### config.mk
export PLATFORM = sky130hd
export DESIGN_NAME = sym_timing_rec
export DESIGN_NICKNAME = d
export VERILOG_FILES = /design/src/rtl/qam_defs.sv /design/src/rtl/sym_phase_cnt.sv /design/src/rtl/sym_timing_rec.sv
export SDC_FILE = /design/constraint.sdc
export NUM_CORES = 1
export LEC_CHECK = 0
export ABC_AREA = 0
export BUFFER_PORTS_ARGS = -buffer_cell sky130_fd_sc_hd__buf_2
export CAP_MARGIN = 15
export CORE_MARGIN = 1.5
export CORE_UTILIZATION = 40
export DETAILED_ROUTE_END_ITERATION = 10
export PLACE_DENSITY = 0.66
export SLEW_MARGIN = 0
export SYNTH_ARGS = -nofsm -noshare
export SYNTH_HDL_FRONTEND = slang
export SYNTH_HIERARCHICAL = 1
export SYNTH_SLANG_ARGS = --single-unit
### constraint.sdc
create_clock -name clk_in -period 7.15 [get_ports clk_in]
set_clock_uncertainty 0.2 [all_clocks]
set_input_delay 1.0725 -clock clk_in [delete_from_list [all_inputs] [get_ports clk_in]]
set_output_delay 1.0725 -clock clk_in [all_outputs]
set_load 0.01 [all_outputs]
### src/rtl/qam_defs.sv
// Shared QAM demodulator definitions: tracking states, the sample-rate base
// and the baud/modulation decode common to the transmit clock generator.
package qam_defs;

  localparam int SPS_BASE = 96;

  typedef enum logic [1:0] {
    SEARCH = 2'd0,
    TRACK  = 2'd1,
    LOCKED = 2'd2
  } trk_state_t;

  // Samples per symbol: 96/48/24/12 for 2400..19200 Baud.
  function automatic logic [6:0] sps_of(input logic [1:0] baud_rate);
    return 7'(SPS_BASE >> baud_rate);
  endfunction

  // Samples between bit strobes: N/2 for QPSK, N/4 for 16QAM.
  function automatic logic [6:0] bit_spacing(input logic mod_type, input logic [1:0] baud_rate);
    return mod_type ? (sps_of(baud_rate) >> 2) : (sps_of(baud_rate) >> 1);
  endfunction

endpackage

### src/rtl/sym_phase_cnt.sv
// Samples-per-symbol phase counter with edge-driven correction and
// registered symbol-centre / bit strobes on target entry.
module sym_phase_cnt
  import qam_defs::*;
(
  input  logic              clk_in,
  input  logic              rst_n,
  input  logic              clr,
  input  logic              sample_en,
  input  logic              edge_hit,
  input  logic              align,
  input  logic [6:0]        sps,
  input  logic [6:0]        spacing,
  output logic signed [7:0] err,
  output logic              sym_en,
  output logic              bit_en,
  output logic [1:0]        bit_idx
);

  logic [6:0] cnt_p0, cnt_nxt, half, step1, step2;
  logic       ent1, ent2;
  logic [2:0] tgt1, tgt2;

  // {hit, k} for bit targets at (N/2 + k*S) mod N.
  function automatic logic [2:0] bit_target(input logic [6:0] v, input logic [6:0] h,
                                            input logic [6:0] s);
    logic [7:0] d, s8;
    d  = {1'b0, (v >= h) ? v - h : v + h};
    s8 = {1'b0, s};
    if (d == 8'd0)      return 3'b100;
    if (d == s8)        return 3'b101;
    if (d == (s8 << 1)) return 3'b110;
    if (d == s8 * 8'd3) return 3'b111;
    return 3'b000;
  endfunction

  assign half  = sps >> 1;
  assign err   = (cnt_p0 < half) ? $signed({1'b0, cnt_p0})
                                 : $signed({1'b0, cnt_p0}) - $signed({1'b0, sps});
  assign step1 = (cnt_p0 == sps - 7'd1) ? 7'd0 : cnt_p0 + 7'd1;
  assign step2 = (step1 == sps - 7'd1) ? 7'd0 : step1 + 7'd1;
  assign tgt1  = bit_target(step1, half, spacing);
  assign tgt2  = bit_target(step2, half, spacing);

  // A +2 advance enters both step1 and step2 so no target is skipped.
  always_comb begin
    cnt_nxt = cnt_p0;
    ent1    = 1'b0;
    ent2    = 1'b0;
    if (sample_en) begin
      if (edge_hit && align) begin
        cnt_nxt = 7'd1;
      end else if (edge_hit && err > 8'sd0) begin
        cnt_nxt = cnt_p0;
      end else if (edge_hit && err < 8'sd0) begin
        cnt_nxt = step2;
        ent1    = 1'b1;
        ent2    = 1'b1;
      end else begin
        cnt_nxt = step1;
        ent1    = 1'b1;
      end
    end
  end

  // Stage p0: counter state and strobes
  always_ff @(posedge clk_in or negedge rst_n) begin
    if (!rst_n) begin
      cnt_p0  <= 7'd0;
      sym_en  <= 1'b0;
      bit_en  <= 1'b0;
      bit_idx <= 2'd0;
    end else if (clr) begin
      cnt_p0  <= 7'd0;
      sym_en  <= 1'b0;
      bit_en  <= 1'b0;
      bit_idx <= 2'd0;
    end else begin
      cnt_p0  <= cnt_nxt;
      sym_en  <= (ent1 && step1 == half) || (ent2 && step2 == half);
      bit_en  <= (ent1 && tgt1[2]) || (ent2 && tgt2[2]);
      bit_idx <= (ent1 && tgt1[2]) ? tgt1[1:0] :
                 (ent2 && tgt2[2]) ? tgt2[1:0] : 2'd0;
    end
  end

endmodule

### src/rtl/sym_timing_rec.sv
// Receiver symbol timing recovery: SEARCH/TRACK/LOCKED FSM around the phase
// counter. Define SYM_TIMING_ERR_OUT_EN to expose the last edge phase error.
module sym_timing_rec
  import qam_defs::*;
#(
  parameter int LOCK_CNT   = 8,
  parameter int UNLOCK_CNT = 4
) (
  input  logic       clk_in,
  input  logic       rst_n,
  input  logic       mod_type,
  input  logic [1:0] baud_rate,
  input  logic       sample_en,
  input  logic       edge_det,
  output logic       sym_en,
  output logic       bit_en,
  output logic [1:0] bit_idx,
  output logic       locked
`ifdef SYM_TIMING_ERR_OUT_EN
  ,
  output logic signed [7:0] phase_err
`endif
);

  localparam int GW = $clog2(LOCK_CNT + 1);
  localparam int BW = $clog2(UNLOCK_CNT + 1);

  trk_state_t        state;
  logic [GW-1:0]     good_cnt;
  logic [BW-1:0]     bad_cnt;
  logic              mod_q;
  logic [1:0]        baud_q;
  logic              cfg_chg, edge_hit, is_good, is_bad;
  logic [6:0]        sps, spacing;
  logic signed [7:0] err;
  logic [7:0]        err_mag;

  assign cfg_chg  = (mod_type != mod_q) || (baud_rate != baud_q);
  assign edge_hit = edge_det && sample_en;
  assign sps      = sps_of(baud_q);
  assign spacing  = bit_spacing(mod_q, baud_q);
  assign err_mag  = err[7] ? $unsigned(-err) : $unsigned(err);
  assign is_good  = err_mag <= 8'd1;
  assign is_bad   = err_mag > {1'b0, sps >> 2};

  sym_phase_cnt u_cnt (
    .clk_in    (clk_in),
    .rst_n     (rst_n),
    .clr       (cfg_chg),
    .sample_en (sample_en),
    .edge_hit  (edge_hit),
    .align     (state == SEARCH),
    .sps       (sps),
    .spacing   (spacing),
    .err       (err),
    .sym_en    (sym_en),
    .bit_en    (bit_en),
    .bit_idx   (bit_idx)
  );

  always_ff @(posedge clk_in or negedge rst_n) begin
    if (!rst_n) begin
      mod_q  <= 1'b0;
      baud_q <= 2'd0;
    end else begin
      mod_q  <= mod_type;
      baud_q <= baud_rate;
    end
  end

  // A config change outranks a coincident edge.
  always_ff @(posedge clk_in or negedge rst_n) begin
    if (!rst_n) begin
      state    <= SEARCH;
      good_cnt <= '0;
      bad_cnt  <= '0;
      locked   <= 1'b0;
    end else if (cfg_chg) begin
      state    <= SEARCH;
      good_cnt <= '0;
      bad_cnt  <= '0;
      locked   <= 1'b0;
    end else if (edge_hit) begin
      case (state)
        SEARCH: begin
          state    <= TRACK;
          good_cnt <= '0;
          bad_cnt  <= '0;
        end
        TRACK: begin
          if (!is_good) begin
            good_cnt <= '0;
          end else if (good_cnt == GW'(LOCK_CNT - 1)) begin
            state    <= LOCKED;
            locked   <= 1'b1;
            good_cnt <= '0;
            bad_cnt  <= '0;
          end else begin
            good_cnt <= good_cnt + GW'(1);
          end
        end
        LOCKED: begin
          if (!is_bad) begin
            bad_cnt <= '0;
          end else if (bad_cnt == BW'(UNLOCK_CNT - 1)) begin
            state   <= SEARCH;
            locked  <= 1'b0;
            bad_cnt <= '0;
          end else begin
            bad_cnt <= bad_cnt + BW'(1);
          end
        end
        default: begin
          state  <= SEARCH;
          locked <= 1'b0;
        end
      endcase
    end
  end

`ifdef SYM_TIMING_ERR_OUT_EN
  always_ff @(posedge clk_in or negedge rst_n) begin
    if (!rst_n)        phase_err <= 8'sd0;
    else if (cfg_chg)  phase_err <= 8'sd0;
    else if (edge_hit) phase_err <= err;
  end
`endif

endmodule

### Word level (Yosys, flattened, before mapping)

Index checks and enable logic that the tools add are counted.

| cells by class | value |
|---|---|
| $mul | 1 |
| equality and inequality tests | 22 |
| order comparisons | 7 |
| reduce and logical (&&, ||, !) cells | 23 |
| mux-type cells | 86 |
| add/subtract/negate cells | 11 |
| shift operators | 1 |

Operator list:

| cell | count |
|---|---|
| $mux W3 | 22 |
| $mux W7 | 9 |
| $mux W1 | 35 |
| $eq A7 B6 Y1 | 4 |
| $eq A7 B7 Y1 | 4 |
| $mux W2 | 9 |
| $eq A7 B8 Y1 | 2 |
| $mux W4 | 4 |
| $mux W8 | 2 |
| $add A7 B1 Y7 const B | 2 |
| $add A7 B6 Y7 | 2 |
| $ge A7 B6 Y1 | 2 |
| $logic_not A7 Y1 | 2 |
| $sub A7 B6 Y7 | 2 |
| $ne A3 B3 Y1 const B | 4 |
| $pmux W3 S3 | 1 |
| $gt A8 B1 Y1 const B | 1 |
| $gt A8 B5 Y1 | 1 |
| $le A8 B1 Y1 const B | 1 |
| $logic_and A1 B1 Y1 | 8 |
| $lt A8 B1 Y1 const B | 1 |
| $mul A6 B2 Y8 const B | 1 |
| $neg A8 Y8 | 1 |
| $pmux W4 S2 | 1 |
| other kinds (26) | 30 |

| storage, ports and cells | value |
|---|---|
| output and inout port bits | 5 |
| flip-flop bits (word level) | 24 |
| input port bits | 7 |

### Logic depth before layout (Yosys ltp)

| logic depth | value |
|---|---|
| depth after elaboration | 24 |
| gate-level depth with buffers | 30 |

### Modules after synthesis

The synthesis kept the hierarchy.

Modules (own cells, without submodules):

| module | cells an instance | times used | area an instance (um^2) | seq. area each (um^2) |
|---|---|---|---|---|
| sym_phase_cnt | 531 | 1 | 4287.9 | 275.3 |
| sym_timing_rec | 123 | 1 | 1072.3 | 325.3 |

### Least setup slack after synthesis

No wires, ideal clock.

| timing | value |
|---|---|
| kind | reg-to-reg |
| start point | reg baud_q[1] |
| end point | reg u_cnt.bit_idx[0] |
| setup slack | 0.628 ns |
| period minus slack after synthesis | 6.522 ns |
| stages on the path, launching flop included | 29 |
| arrival | 6.235 ns |
| setup time | 0.087 ns |
| data required time | 6.863 ns |
| path buffers | 2 |
| cells stage by stage | dfrtp_1 -> inv_1 -> ha_1 -> buf_2 -> nor2_1 -> nand2_1 -> xnor2_4 -> a31o_1 -> xor2_1 -> nor3_2 -> buf_6 -> nand2_4 -> nand2_1 -> inv_1 -> ha_1 -> a21oi_1 -> nor2_1 -> nand2_1 -> a21oi_1 -> o21ai_0 -> o311ai_0 -> a32o_1 -> a211o_4 -> mux2_2 -> xnor2_1 -> or4_1 -> or4_4 -> a21bo_1 -> a211oi_2 |

| between the ends | value |
|---|---|
| cells in the longest elaborated chain, start to end | 21 |
| elaborated cells on any way between the ends | 80 |
| classes of those cells | add/sub: 7; mul: 1; order compare: 5; eq/ne: 9; shift: 1; mux: 50; reduce/logical: 7 |

Ends and longest elaborated chain:

| element | line | text |
|---|---|---|
| from (decl) | sym_timing_rec.sv:32 | `logic [1:0] baud_q;` |
| from (signal assigned) | sym_timing_rec.sv:67 | `baud_q <= baud_rate;` |
| $shr A7 B2 Y7 * | qam_defs.sv:15 | `return 7'(SPS_BASE >> baud_rate);` |
| named net sps[5] | sym_timing_rec.sv:34 | `logic [6:0] sps, spacing;` |
| $sub A7 B1 Y7 | sym_phase_cnt.sv:40, sym_phase_cnt.sv:41 |  |
| $eq A7 B7 Y1 | sym_phase_cnt.sv:40 | `assign step1 = (cnt_p0 == sps - 7'd1) ? 7'd0 : cnt_p0 + 7'd1;` |
| $mux W7 | sym_phase_cnt.sv:40 |  |
| $add A7 B1 Y7 or $eq A7 B7 Y1 (tied branches) | sym_phase_cnt.sv:41 | `assign step2 = (step1 == sps - 7'd1) ? 7'd0 : step1 + 7'd1;` |
| $mux W7 | sym_phase_cnt.sv:41 |  |
| $add A7 B6 Y7, or another cell as far along | sym_phase_cnt.sv:28 | `d = {1'b0, (v >= h) ? v - h : v + h};` |
| (+6 left out) | -- |  |
| $mux W3 | sym_phase_cnt.sv:34 | `return 3'b000;` |
| $mux W3 | sym_phase_cnt.sv:33 | `if (d == s8 * 8'd3) return 3'b111;` |
| $mux W3 | sym_phase_cnt.sv:32 | `if (d == (s8 << 1)) return 3'b110;` |
| $mux W3 | sym_phase_cnt.sv:31 | `if (d == s8) return 3'b101;` |
| $logic_and A1 B1 Y1 | sym_phase_cnt.sv:83 | `(ent2 && tgt2[2]) ? tgt2[1:0] : 2'd0;` |
| $mux W2 | sym_phase_cnt.sv:83 |  |
| $mux W2 * | sym_phase_cnt.sv:82 | `bit_idx <= (ent1 && tgt1[2]) ? tgt1[1:0] :` |
| $mux W2 * | sym_phase_cnt.sv:73 | `end else if (clr) begin` |
| to (signal assigned) | sym_phase_cnt.sv:82 |  |
| to (decl) | sym_phase_cnt.sv:17 | `output logic [1:0] bit_idx` |

The timed path passes the listed nets; every way through them passes the cells marked *. The select of a mux whose other input is x is not followed.
A chain may end at the register's enable or synchronous reset.

### Final worst setup path

| timing | value |
|---|---|
| start point | reg baud_q[0] |
| end point | reg u_cnt.bit_idx[0] |

The elaborated chain is that of the path after synthesis.

==> flow_summary.json <==
{
  "maxSlewViolCount": 0,
  "rsz0062_at_grt": "false",
  "period_share": 0.957,
  "tns_ns": 0,
  "die_h_um": 119,
  "period_needed_ns": 6.84,
  "rows": 42,
  "start_util": 0.408,
  "cts_sinks": 24,
  "ys_top_cells_by_count": "xnor2_1 (65), ha_1 (54), nor2_1 (50)",
  "grt_pass1_vias": 4954,
  "yosysSeqAreaShare": 0.112,
  "die_w_um": 119,
  "clk_root_buffer_cell": "clkbuf_16",
  "ys_top_cells_by_area": "ha_1 (13%), dfrtp_1 (11%), xnor2_1 (11%), xor2_1 (5.1%), nor2_1 (3.5%)",
  "drt-pass1-iter-count": 6,
  "synth_top_flop_cell": "dfrtp_1",
  "areaGrowthSynthToFinish_pct": 7.91,
  "peakVddDrop_v": 0.0000827,
  "clock_latency_ns": 0.27,
  "fillers": 1338,
  "swShare": 0.398,
  "critPathSlowestCell": "or4_1",
  "routedWlPerCell_um": 18.0,
  "ys.warnings.count": 6,
  "gp_congestion": 0.919,
  "routed_wl_um": 15300,
  "powerDensity_nw_per_um2": 114,
  "sequentialPowerShare": 0.212,
  "cpMostUsedCell": "nand2_1",
  "yosys.cell_types.count": 97,
  "critical_path.top_delay_family": "simple AND/OR/NAND/NOR gates",
  "syn_inst": 654,
  "dp_slack_ns": 0.346,
  "post_cts_buffers": 0,
  "maxSlewHeadroom": 0.450,
  "initialDrtViolationCount": 429,
  "cp_data_required_time_ns": 7.14,
  "avgSynthCellArea_sq_um": 8.20,
  "hold_class": "flip-flop to flip-flop",
  "grt_usage": 0.216,
  "syn_area_sq_um": 5360,
  "dieArea_sq_um": 14100,
  "hold_viol_final": 0,
  "coreArea_sq_um": 13100,
  "grt_start_max_net_pins": 25,
  "internal-power_w": 0.000397,
  "antenna_found_initial": 0,
  "ant_nets": 0,
  "p_comb_frac": 0.535,
  "layout-drive-gt1-share": 0.113,
  "finalWorstSetupSlack_ns": 0.311,
  "cts_max_level": 1,
  "p_sw_w": 0.000263,
  "io_pins": 12,
  "worst-path-max-fanout": 14,
  "p_clk_frac": 0.254,
  "synth_edf_count": 0,
  "critical_path_class": "flip-flop to flip-flop",
  "async_reset_ff_frac": 1.00,
  "cts_tree": "built",
  "clk_pin_slew_ns": 0.07,
  "max_freq_mhz": 146,
  "path_buf_inv": 2,
  "status": "completed",
  "cts_buffer_depth": 2,
  "place_hpwl_um": 12000,
  "synth_seq_cells": 24,
  "grt_first_pass_wirelength_um": 24800,
  "drv_cap": 0,
  "vias": 5051,
  "worst_pin_slew_ns": 0.802,
  "viasPerCell": 5.94,
  "cts_made_buffers": 3,
  "critPathArrivalTime_ns": 6.83,
  "io_buffer_count": 11,
  "gr-total-overflow": 0,
  "start_kind": "flip-flop",
  "cpPeakStageDelay_ns": 0.46,
  "setup_viol": 0,
  "n_antenna_cell": 0,
  "synth_top_area_frac": 0.126,
  "nets": 742,
  "crit_path_end_kind": "flip-flop",
  "drc": 0,
  "yosys.area.top_type": "ha_1",
  "power_w": 0.000659,
  "leakagePower_nw": 2.50,
  "yosysMostFrequentCell": "xnor2_1"
}
==> metal layers <==
| layer | part of all wire | vias up | track usage |
|---|---|---|---|
| li1 | - | 2406 | - |
| met1 | 0.42 | 2405 | 0.263 |
| met2 | 0.49 | 193 | 0.385 |
| met3 | 0.057 | 47 | 0.0357 |
| met4 | 0.031 | 0 | 0.0768 |
| met5 | 0 | - | 0 |
==> layout by cell type, fill, tap and decap left out, types with 18 or more instances in the layout <==
cell type / netlist / final
o21ai_0: 31 / 31
a21oi_1: 36 / 36
xor2_1: 31 / 31
xnor2_1: 65 / 65
nand2_1: 38 / 38
dfrtp_1: 24 / 24
nor2_1: 50 / 49
ha_1: 54 / 52
conb_1: 1 / 18
inv_1: 41 / 41
==> per-stage QoR <==
step | cells | cell area, sq um | hold WS (ns) | util
CTS | 850 | 5760 | 0.328 | 0.439
finish | 850 | 5780 | 0.312 | 0.440
global route | 850 | 5780 | 0.354 | 0.440
floorplan | 671 | 5420 | 0.249 | -
detailed placement | 846 | 5660 | 0.313 | 0.431
global placement | 846 | 5660 | 0.266 | 0.431
==> repair_timing <==
item	in CTS	in global routing
endpoints found under the setup margin	0	3
gates resized for setup	0	6
hold buffers	0	0
==> cells by family (layout without fill, tap and decap cells) <==
family,after synthesis,after routing,synth area share
buf+inv,68,71,0.0567
simple gates,188,188,0.191
flops,24,24,0.112
fa+ha+maj,63,63,0.154
mux,30,30,0.0600
xor+xnor,104,104,0.189
other cells,1,18,0.000700
compound gates,176,176,0.236
==> path summary, 6_finish.rpt <==
path / slack, ns / depth (start not counted) / end / startpoint
worst max-delay path: 0.31 / 26 / u_cnt/bit_idx[0] / baud_q[0]
worst min-delay path: 0.31 / 1 / bad_cnt[2] / bad_cnt[2]
worst max register to register: 0.31 / 26 / u_cnt/bit_idx[0] / baud_q[0]
worst min register to register: 0.31 / 1 / bad_cnt[2] / bad_cnt[2]
max in group asynchronous: 5.77 / 1 / baud_q[1] / rst_n
min in group asynchronous: 0.59 / 1 / u_cnt/bit_idx[1] / rst_n
==> area by class of cell <==
type | count | area, sq um | area share
flip-flops and latches | 24 | 601 | 0.104
clock inverters | 1 | 30.0 | 0.00519
multi-input cells | 579 | 4540 | 0.785
well taps | 176 | 220 | 0.0381
repair buffers | 25 | 160 | 0.0277
inverters | 42 | 160 | 0.0277
clock buffers | 3 | 75.1 | 0.0130
==> registers in the layout, indices dropped and copies added (netlist names) <==
register       cells
bad_cnt            3
baud_q             2
good_cnt           4
locked             1
mod_q              1
state              2
u_cnt/bit_en       1
u_cnt/bit_idx      2
u_cnt/cnt_p0       7
u_cnt/sym_en       1
==> power by group through the flow <==
stage               clock network, W  registers (W)  logic, W
floorplan                          0       0.000141  0.000272
global placement                   0       0.000142  0.000336
detailed placement                 0       0.000142  0.000342
CTS                         0.000168       0.000140  0.000345
global route                0.000175       0.000140  0.000382
finish                      0.000167       0.000140  0.000353
Power figures use the tool's default switching activity.
